File: src/rtl/sha512_pkg.sv
// Shared widths, pad byte and FSM state type for the SHA-512 padder.
// SHA512_PADDER_LEN128_EN selects a 128-bit byte counter (default 64-bit).
package sha512_pkg;
   localparam int WORD_W  = 64;
   localparam int CHUNK_W = 1024;
   localparam int WORDS   = 16;
   localparam logic [7:0] PAD_BYTE = 8'h80;
`ifdef SHA512_PADDER_LEN128_EN
   localparam int CNT_W = 128;
`else
   localparam int CNT_W = 64;
`endif
   typedef enum logic [1:0] {FILL, PAD, EMIT, EXTRA} state_t;
endpackage

File: src/rtl/sha512_pad_word.sv
// Last-word masking: keeps the first 'bytes' bytes, appends 0x80 if room.
// Bytes after the marker are zeroed.
module sha512_pad_word
   import sha512_pkg::*;
(
   input  logic [WORD_W-1:0] data,
   input  logic [3:0]        bytes,
   output logic [WORD_W-1:0] word
);
   always_comb begin
      word = '0;
      for (int i = 0; i < 8; i++) begin
         if (4'(i) < bytes)
            word[WORD_W-1-8*i -: 8] = data[WORD_W-1-8*i -: 8];
         else if (4'(i) == bytes)
            word[WORD_W-1-8*i -: 8] = PAD_BYTE;
      end
   end
endmodule

File: src/rtl/sha512_padder.sv
// SHA-512 message padder: 64-bit words in, padded 1024-bit chunks out.
// SHA512_PADDER_LEN128_EN widens the byte counter to the full 128 bits.
module sha512_padder
   import sha512_pkg::*;
(
   input  logic                clk,
   input  logic                reset,
   input  logic [WORD_W-1:0]   in_data,
   input  logic                in_valid,
   input  logic                in_last,
   input  logic [3:0]          in_bytes,
   output logic                in_ready,
   output logic [CHUNK_W-1:0]  chunk,
   output logic                chunk_valid,
   output logic                chunk_first,
   output logic                chunk_last,
   input  logic                chunk_ready
);
   state_t            state;
   logic [3:0]        w_idx;
   logic [3:0]        last_bytes;
   logic [CNT_W-1:0]  cnt;
   logic [CNT_W-1:0]  len;
   logic              extra_pending;
   logic              pad_start_pending;
   logic [WORD_W-1:0] words_q [WORDS];
   logic [WORD_W-1:0] pad_w;
   logic [WORD_W-1:0] len_hi;
   logic [WORD_W-1:0] len_lo;
   logic [4:0]        mark_idx;
   logic              full_word;
   logic              fits;
   logic              take;

   assign take      = in_valid && in_ready;
   assign full_word = (last_bytes == 4'd8);
   // Word index receiving the 0x80 marker; 16 means no room at all.
   assign mark_idx  = {1'b0, w_idx} + 5'(full_word);
   assign fits      = (mark_idx <= 5'd13);
   assign len       = cnt << 3;
`ifdef SHA512_PADDER_LEN128_EN
   assign len_hi    = len[CNT_W-1 -: WORD_W];
`else
   assign len_hi    = '0;
`endif
   assign len_lo    = len[WORD_W-1:0];

   sha512_pad_word u_pad (
      .data  (words_q[w_idx]),
      .bytes (last_bytes),
      .word  (pad_w)
   );

   always_ff @(posedge clk) begin
      case (state)
         FILL: if (take) words_q[w_idx] <= in_data;
         PAD: begin
            for (int j = 0; j < WORDS; j++) begin
               if (5'(j) == {1'b0, w_idx})
                  words_q[j] <= pad_w;
               else if (5'(j) > {1'b0, w_idx}) begin
                  if (fits && j == 14)
                     words_q[j] <= len_hi;
                  else if (fits && j == 15)
                     words_q[j] <= len_lo;
                  else if (5'(j) == mark_idx)
                     words_q[j] <= {PAD_BYTE, 56'd0};
                  else
                     words_q[j] <= '0;
               end
            end
         end
         EXTRA: begin
            for (int j = 0; j < WORDS; j++) begin
               if (j == 14)
                  words_q[j] <= len_hi;
               else if (j == 15)
                  words_q[j] <= len_lo;
               else if (j == 0 && pad_start_pending)
                  words_q[j] <= {PAD_BYTE, 56'd0};
               else
                  words_q[j] <= '0;
            end
         end
         default: ;
      endcase
   end

   always_comb begin
      chunk = '0;
      for (int j = 0; j < WORDS; j++)
         chunk[CHUNK_W-1-WORD_W*j -: WORD_W] = words_q[j];
   end

   always_ff @(posedge clk or negedge reset) begin
      if (!reset) begin
         state             <= FILL;
         w_idx             <= '0;
         last_bytes        <= '0;
         cnt               <= '0;
         extra_pending     <= 1'b0;
         pad_start_pending <= 1'b0;
         chunk_first       <= 1'b1;
         chunk_valid       <= 1'b0;
         chunk_last        <= 1'b0;
         in_ready          <= 1'b0;
      end else begin
         unique case (state)
            FILL: begin
               in_ready <= 1'b1;
               if (take) begin
                  cnt <= cnt + (in_last ? CNT_W'(in_bytes) : CNT_W'(8));
                  if (in_last) begin
                     last_bytes <= in_bytes;
                     in_ready   <= 1'b0;
                     state      <= PAD;
                  end else begin
                     w_idx <= w_idx + 4'd1;
                     if (w_idx == 4'd15) begin
                        in_ready    <= 1'b0;
                        chunk_valid <= 1'b1;
                        chunk_last  <= 1'b0;
                        state       <= EMIT;
                     end
                  end
               end
            end
            PAD: begin
               chunk_valid <= 1'b1;
               state       <= EMIT;
               if (full_word && w_idx == 4'd15) begin
                  pad_start_pending <= 1'b1;
                  chunk_last        <= 1'b0;
               end else if (fits) begin
                  chunk_last <= 1'b1;
               end else begin
                  extra_pending <= 1'b1;
                  chunk_last    <= 1'b0;
               end
            end
            EMIT: begin
               if (chunk_ready) begin
                  chunk_valid <= 1'b0;
                  chunk_last  <= 1'b0;
                  chunk_first <= chunk_last;
                  if (chunk_last) cnt <= '0;
                  if (extra_pending || pad_start_pending) begin
                     state <= EXTRA;
                  end else begin
                     w_idx    <= '0;
                     in_ready <= 1'b1;
                     state    <= FILL;
                  end
               end
            end
            EXTRA: begin
               extra_pending     <= 1'b0;
               pad_start_pending <= 1'b0;
               chunk_last        <= 1'b1;
               chunk_valid       <= 1'b1;
               state             <= EMIT;
            end
         endcase
      end
   end
endmodule
File: config.mk
export PLATFORM = sky130hd
export DESIGN_NAME = sha512_padder
export DESIGN_NICKNAME = d
export VERILOG_FILES = /design/src/rtl/sha512_pkg.sv /design/src/rtl/sha512_pad_word.sv /design/src/rtl/sha512_padder.sv
export SDC_FILE = /design/constraint.sdc
export NUM_CORES = 2
export LEC_CHECK = 0
export CORE_AREA = 2 2 429 431
export DETAILED_ROUTE_END_ITERATION = 8
export DIE_AREA = 0 0 431 433
export PLACE_DENSITY = 0.61
export SKIP_CTS_REPAIR_TIMING = 1
export SYNTH_ARGS = -nofsm -noshare
export SYNTH_HDL_FRONTEND = slang
export SYNTH_SLANG_ARGS = --single-unit
File: constraint.sdc
create_clock -name clk -period 7.9 [get_ports clk]
set_input_delay 1.975 -clock clk [delete_from_list [all_inputs] [get_ports clk]]
set_output_delay 1.975 -clock clk [all_outputs]
set_load 0.01 [all_outputs]
==> results.json <==
{
  "netlist.area_leader.share": 0.272,
  "drc": 0,
  "grtUsageTotal": 0.393,
  "finalHoldViolCount": 0,
  "peakVddDrop_mv": 0.240,
  "hold_path_startpoint": "chunk_first$_DFFE_PN1P_",
  "clk_pin_slew_ps": 60,
  "p_switching_mw": 16.4,
  "dr.pass1.iters": 7,
  "drt_iter0_drc": 10400,
  "drive_above_1_share": 0.120,
  "dp_slack_ps": 2520,
  "timing.final.crit_share": 0.649,
  "dieArea_mm2": 0.187,
  "setup_viol": 0,
  "grt_overflow": 0,
  "start_util": 0.310,
  "synth_edf_count": 510,
  "violations": "capacitance limit, slew limit",
  "seqPwrFrac": 0.304,
  "io_pins": 1101,
  "io_buffers": 1100,
  "avgRoutedWirePerCell_um": 43.0,
  "swShare": 0.465,
  "fp.dieW_um": 431,
  "synthArstFlopShare": 0.0699,
  "final_area_mm2": 0.0743,
  "rows": 157,
  "hold_class": "register to register",
  "gp_congestion": 0.963,
  "clock_sinks": 1101,
  "critPathRequiredTime_ps": 8540,
  "nNetsFinal": 6429,
  "dp.final_hpwl_um": 260000,
  "powerDensity_mw_per_mm2": 476,
  "netlist-cell-type-count": 91,
  "setup_ws_ps": 2770,
  "core-area_mm2": 0.182,
  "r2r_start": "w_idx[1]$_DFFE_PN0P_",
  "path_max_fanout": 36,
  "reg2reg_to": "words_q[6][39]$_DFFE_PP_",
  "multi_input_area_mm2": 0.0267,
  "ys_seq_elements": 1101,
  "yosysMostFrequentCell": "o21ai_0",
  "hold_depth": 2,
  "yosys-top-cells-area": "edfxtp_1 27%, dfxtp_1 18%, o21ai_0 8.9%",
  "path_cells": "buf_4 > ha_1 > nand3b_1 > nor2_4 > nand2_1 > o21ai_0",
  "grt_pass1_wl_um": 502000,
  "ys_seq_area_frac": 0.488,
  "whs_ps": 470,
  "grt_pass1_vias": 54500,
  "setup_tns_ps": 0,
  "p_comb_frac": 0.511,
  "die_h_um": 433,
  "grt_max_degree": 99,
  "via_per_inst": 6.69,
  "vias": 59400,
  "cpPeakStageDelay_ps": 1140,
  "nFillCells": 17500,
  "wl_um": 381000,
  "fmax_ghz": 0.195,
  "place_area_mm2": 0.0697,
  "rsz0062_at_grt": "no",
  "worstSetupPathType": "register to register",
  "rr_worst_depth": 6,
  "p_int_mw": 18.9,
  "syn_area_per_cell_um2": 10.2,
  "drv_cap": 1,
  "skew_ps": 36.5,
  "p_leak_nw": 26.7,
  "r2r_slack_ps": 2770,
  "cts-htree-levels": 4,
  "p_clk_frac": 0.184,
  "clock_path_buffers": 3,
  "crit_slowest_cell": "nor2_4",
  "critical_path_arrival_ps": 5770,
  "slew-limit-headroom": -0.0116,
  "ant_nets": 0,
  "ff_latch_area_mm2": 0.0276,
  "cts-root-buf": "clkbuf_16",
  "synth_common_cells": "1,006 x o21ai_0, 602 x nand2_1, 514 x dfxtp_1, 510 x edfxtp_1, 386 x clkbuf_1",
  "syn_area_mm2": 0.0564,
  "antenna_found_initial": 45,
  "slew_violations": 65,
  "final_util": 0.408,
  "netlist_instances": 5515,
  "synth_largest_area_cell": "edfxtp_1",
  "tritoncts": "built",
  "max_slew.worst_pin.slew_ps": 1520,
  "layout_min_cycle_time_ps": 5130,
  "status": "finished, violations left",
  "endpoint_kind": "register",
  "min_to": "chunk_first$_DFFE_PN1P_",
  "numCtsBuffers": 133,
  "yosysWarnings": 0,
  "ys.flop_type": "dfxtp_1",
  "clock_latency_ps": 820,
  "synthToLayoutAreaGrowth_pct": 31.8,
  "synth_fp_nets": 5599,
  "worstSetupStartpointType": "register"
}
[cell usage in the layout, fill, tap and decap left out, types with 20 or more instances in the layout]
| cell | count |
|---|---|
| nand3_1 | 74 |
| clkinv_2 | 20 |
| nor2_1 | 139 |
| a21o_1 | 38 |
| and2_1 | 27 |
| and3_1 | 28 |
| a221o_1 | 32 |
| a22oi_1 | 183 |
| diode_2 | 27 |
| a32o_1 | 27 |
| nand2_1 | 593 |
| clkbuf_16 | 144 |
| o21ai_0 | 997 |
| o21a_1 | 30 |
| clkdlybuf4s50_1 | 1099 |
| a22o_1 | 77 |
| nor2b_1 | 32 |
| clkbuf_1 | 34 |
| dfxtp_1 | 514 |
| a2bb2oi_1 | 58 |
| or3_1 | 20 |
| o221ai_1 | 73 |
| buf_4 | 151 |
| or4_1 | 29 |
| nand4_1 | 26 |
| nand2b_1 | 42 |
| inv_1 | 39 |
| o22ai_1 | 62 |
| mux2i_1 | 127 |
| a221oi_1 | 22 |
| nor3_1 | 44 |
| dfrtp_1 | 70 |
| edfxtp_1 | 510 |
| mux2_2 | 76 |
| o211a_1 | 60 |
| mux4_2 | 201 |
| o31ai_1 | 49 |
| o21ai_1 | 28 |
| a21oi_1 | 348 |
[cells by family (layout without fill, tap and decap cells)]
logic type / Yosys count / after routing / share of synthesized area
AOI/OAI and AO/OA: 2232 / 2232 / 0.248
muxes: 405 / 405 / 0.118
adders and majority gates: 11 / 11 / 0.00257
and+or+nand+nor: 1148 / 1148 / 0.0931
buffers and inverters: 603 / 1546 / 0.0477
xor gates and xnor gates: 15 / 15 / 0.00233
DFF: 1101 / 1101 / 0.488
other: 0 / 27 / 0
[final cells by class]
cell class / count / area share
Timing Repair Buffer: 1257 / 0.165
Antenna cell: 27 / 0.000910
Multi-Input combinational cell: 3811 / 0.360
Clock inverter: 51 / 0.00706
Clock buffer: 197 / 0.0538
Tap cell: 2385 / 0.0402
Sequential cell: 1101 / 0.371
Inverter: 41 / 0.00212
[metal layers]
metal | share of wire | GRT usage | wire length (µm)
met1 | 0.36 | 0.483 | 136000
met2 | 0.43 | 0.574 | 162000
met3 | 0.12 | 0.116 | 47300
met4 | 0.093 | 0.311 | 35600
met5 | 0.00047 | 0 | 179
[worst max-delay path by stage]
stage | startpoint | cells past startpoint | to | slack, ps
after floorplan | in_valid | 5 | words_q[1][0]$_DFFE_PP_ | -40
after global placement | in_valid | 7 | words_q[9][19]$_SDFFE_PP0P_ | 2590
after detailed placement | in_valid | 8 | words_q[11][48]$_SDFFE_PP0P_ | 2520
after CTS | w_idx[1]$_DFFE_PN0P_ | 6 | words_q[6][13]$_DFFE_PP_ | 2980
after global routing | w_idx[1]$_DFFE_PN0P_ | 6 | words_q[6][43]$_DFFE_PP_ | 2870
final | w_idx[1]$_DFFE_PN0P_ | 6 | words_q[6][39]$_DFFE_PP_ | 2770
[stage by stage]
step / power, mW / cells
finish: 35.3 / 8870
global route: 36.0 / 8850
CTS: 34.7 / 8843
detailed placement: 28.2 / 8595
global placement: 28.0 / 8595
floorplan: 18.4 / 5515
[flip-flops by register name (all words and copies together) (netlist names)]
name,count
chunk_first,1
chunk_last,1
chunk_valid,1
cnt,61
extra_pending,1
in_ready,1
last_bytes,4
pad_start_pending,1
state,2
w_idx,4
words_q,1024
[power by group through the flow]
stage,Sequential (mW),Combinational [mW],Clock [mW]
floorplan,10.2,8.16,0
global placement,10.7,17.4,0
detailed placement,10.7,17.5,0
CTS,10.6,17.6,6.50
global route,10.7,18.6,6.72
finish,10.7,18.1,6.51
[worst max-delay path: cells and delay by family, from the launching register on]
family | cells | cell delay [ps]
AO/OA/AOI/OAI | 1 | 380
adder cells (fa/ha/maj) | 1 | 780
buffers and inverters | 1 | 690
flip-flops | 1 | 700
AND/OR/NAND/NOR | 3 | 2350
Note: power is estimated with default switching activity, not from simulation.
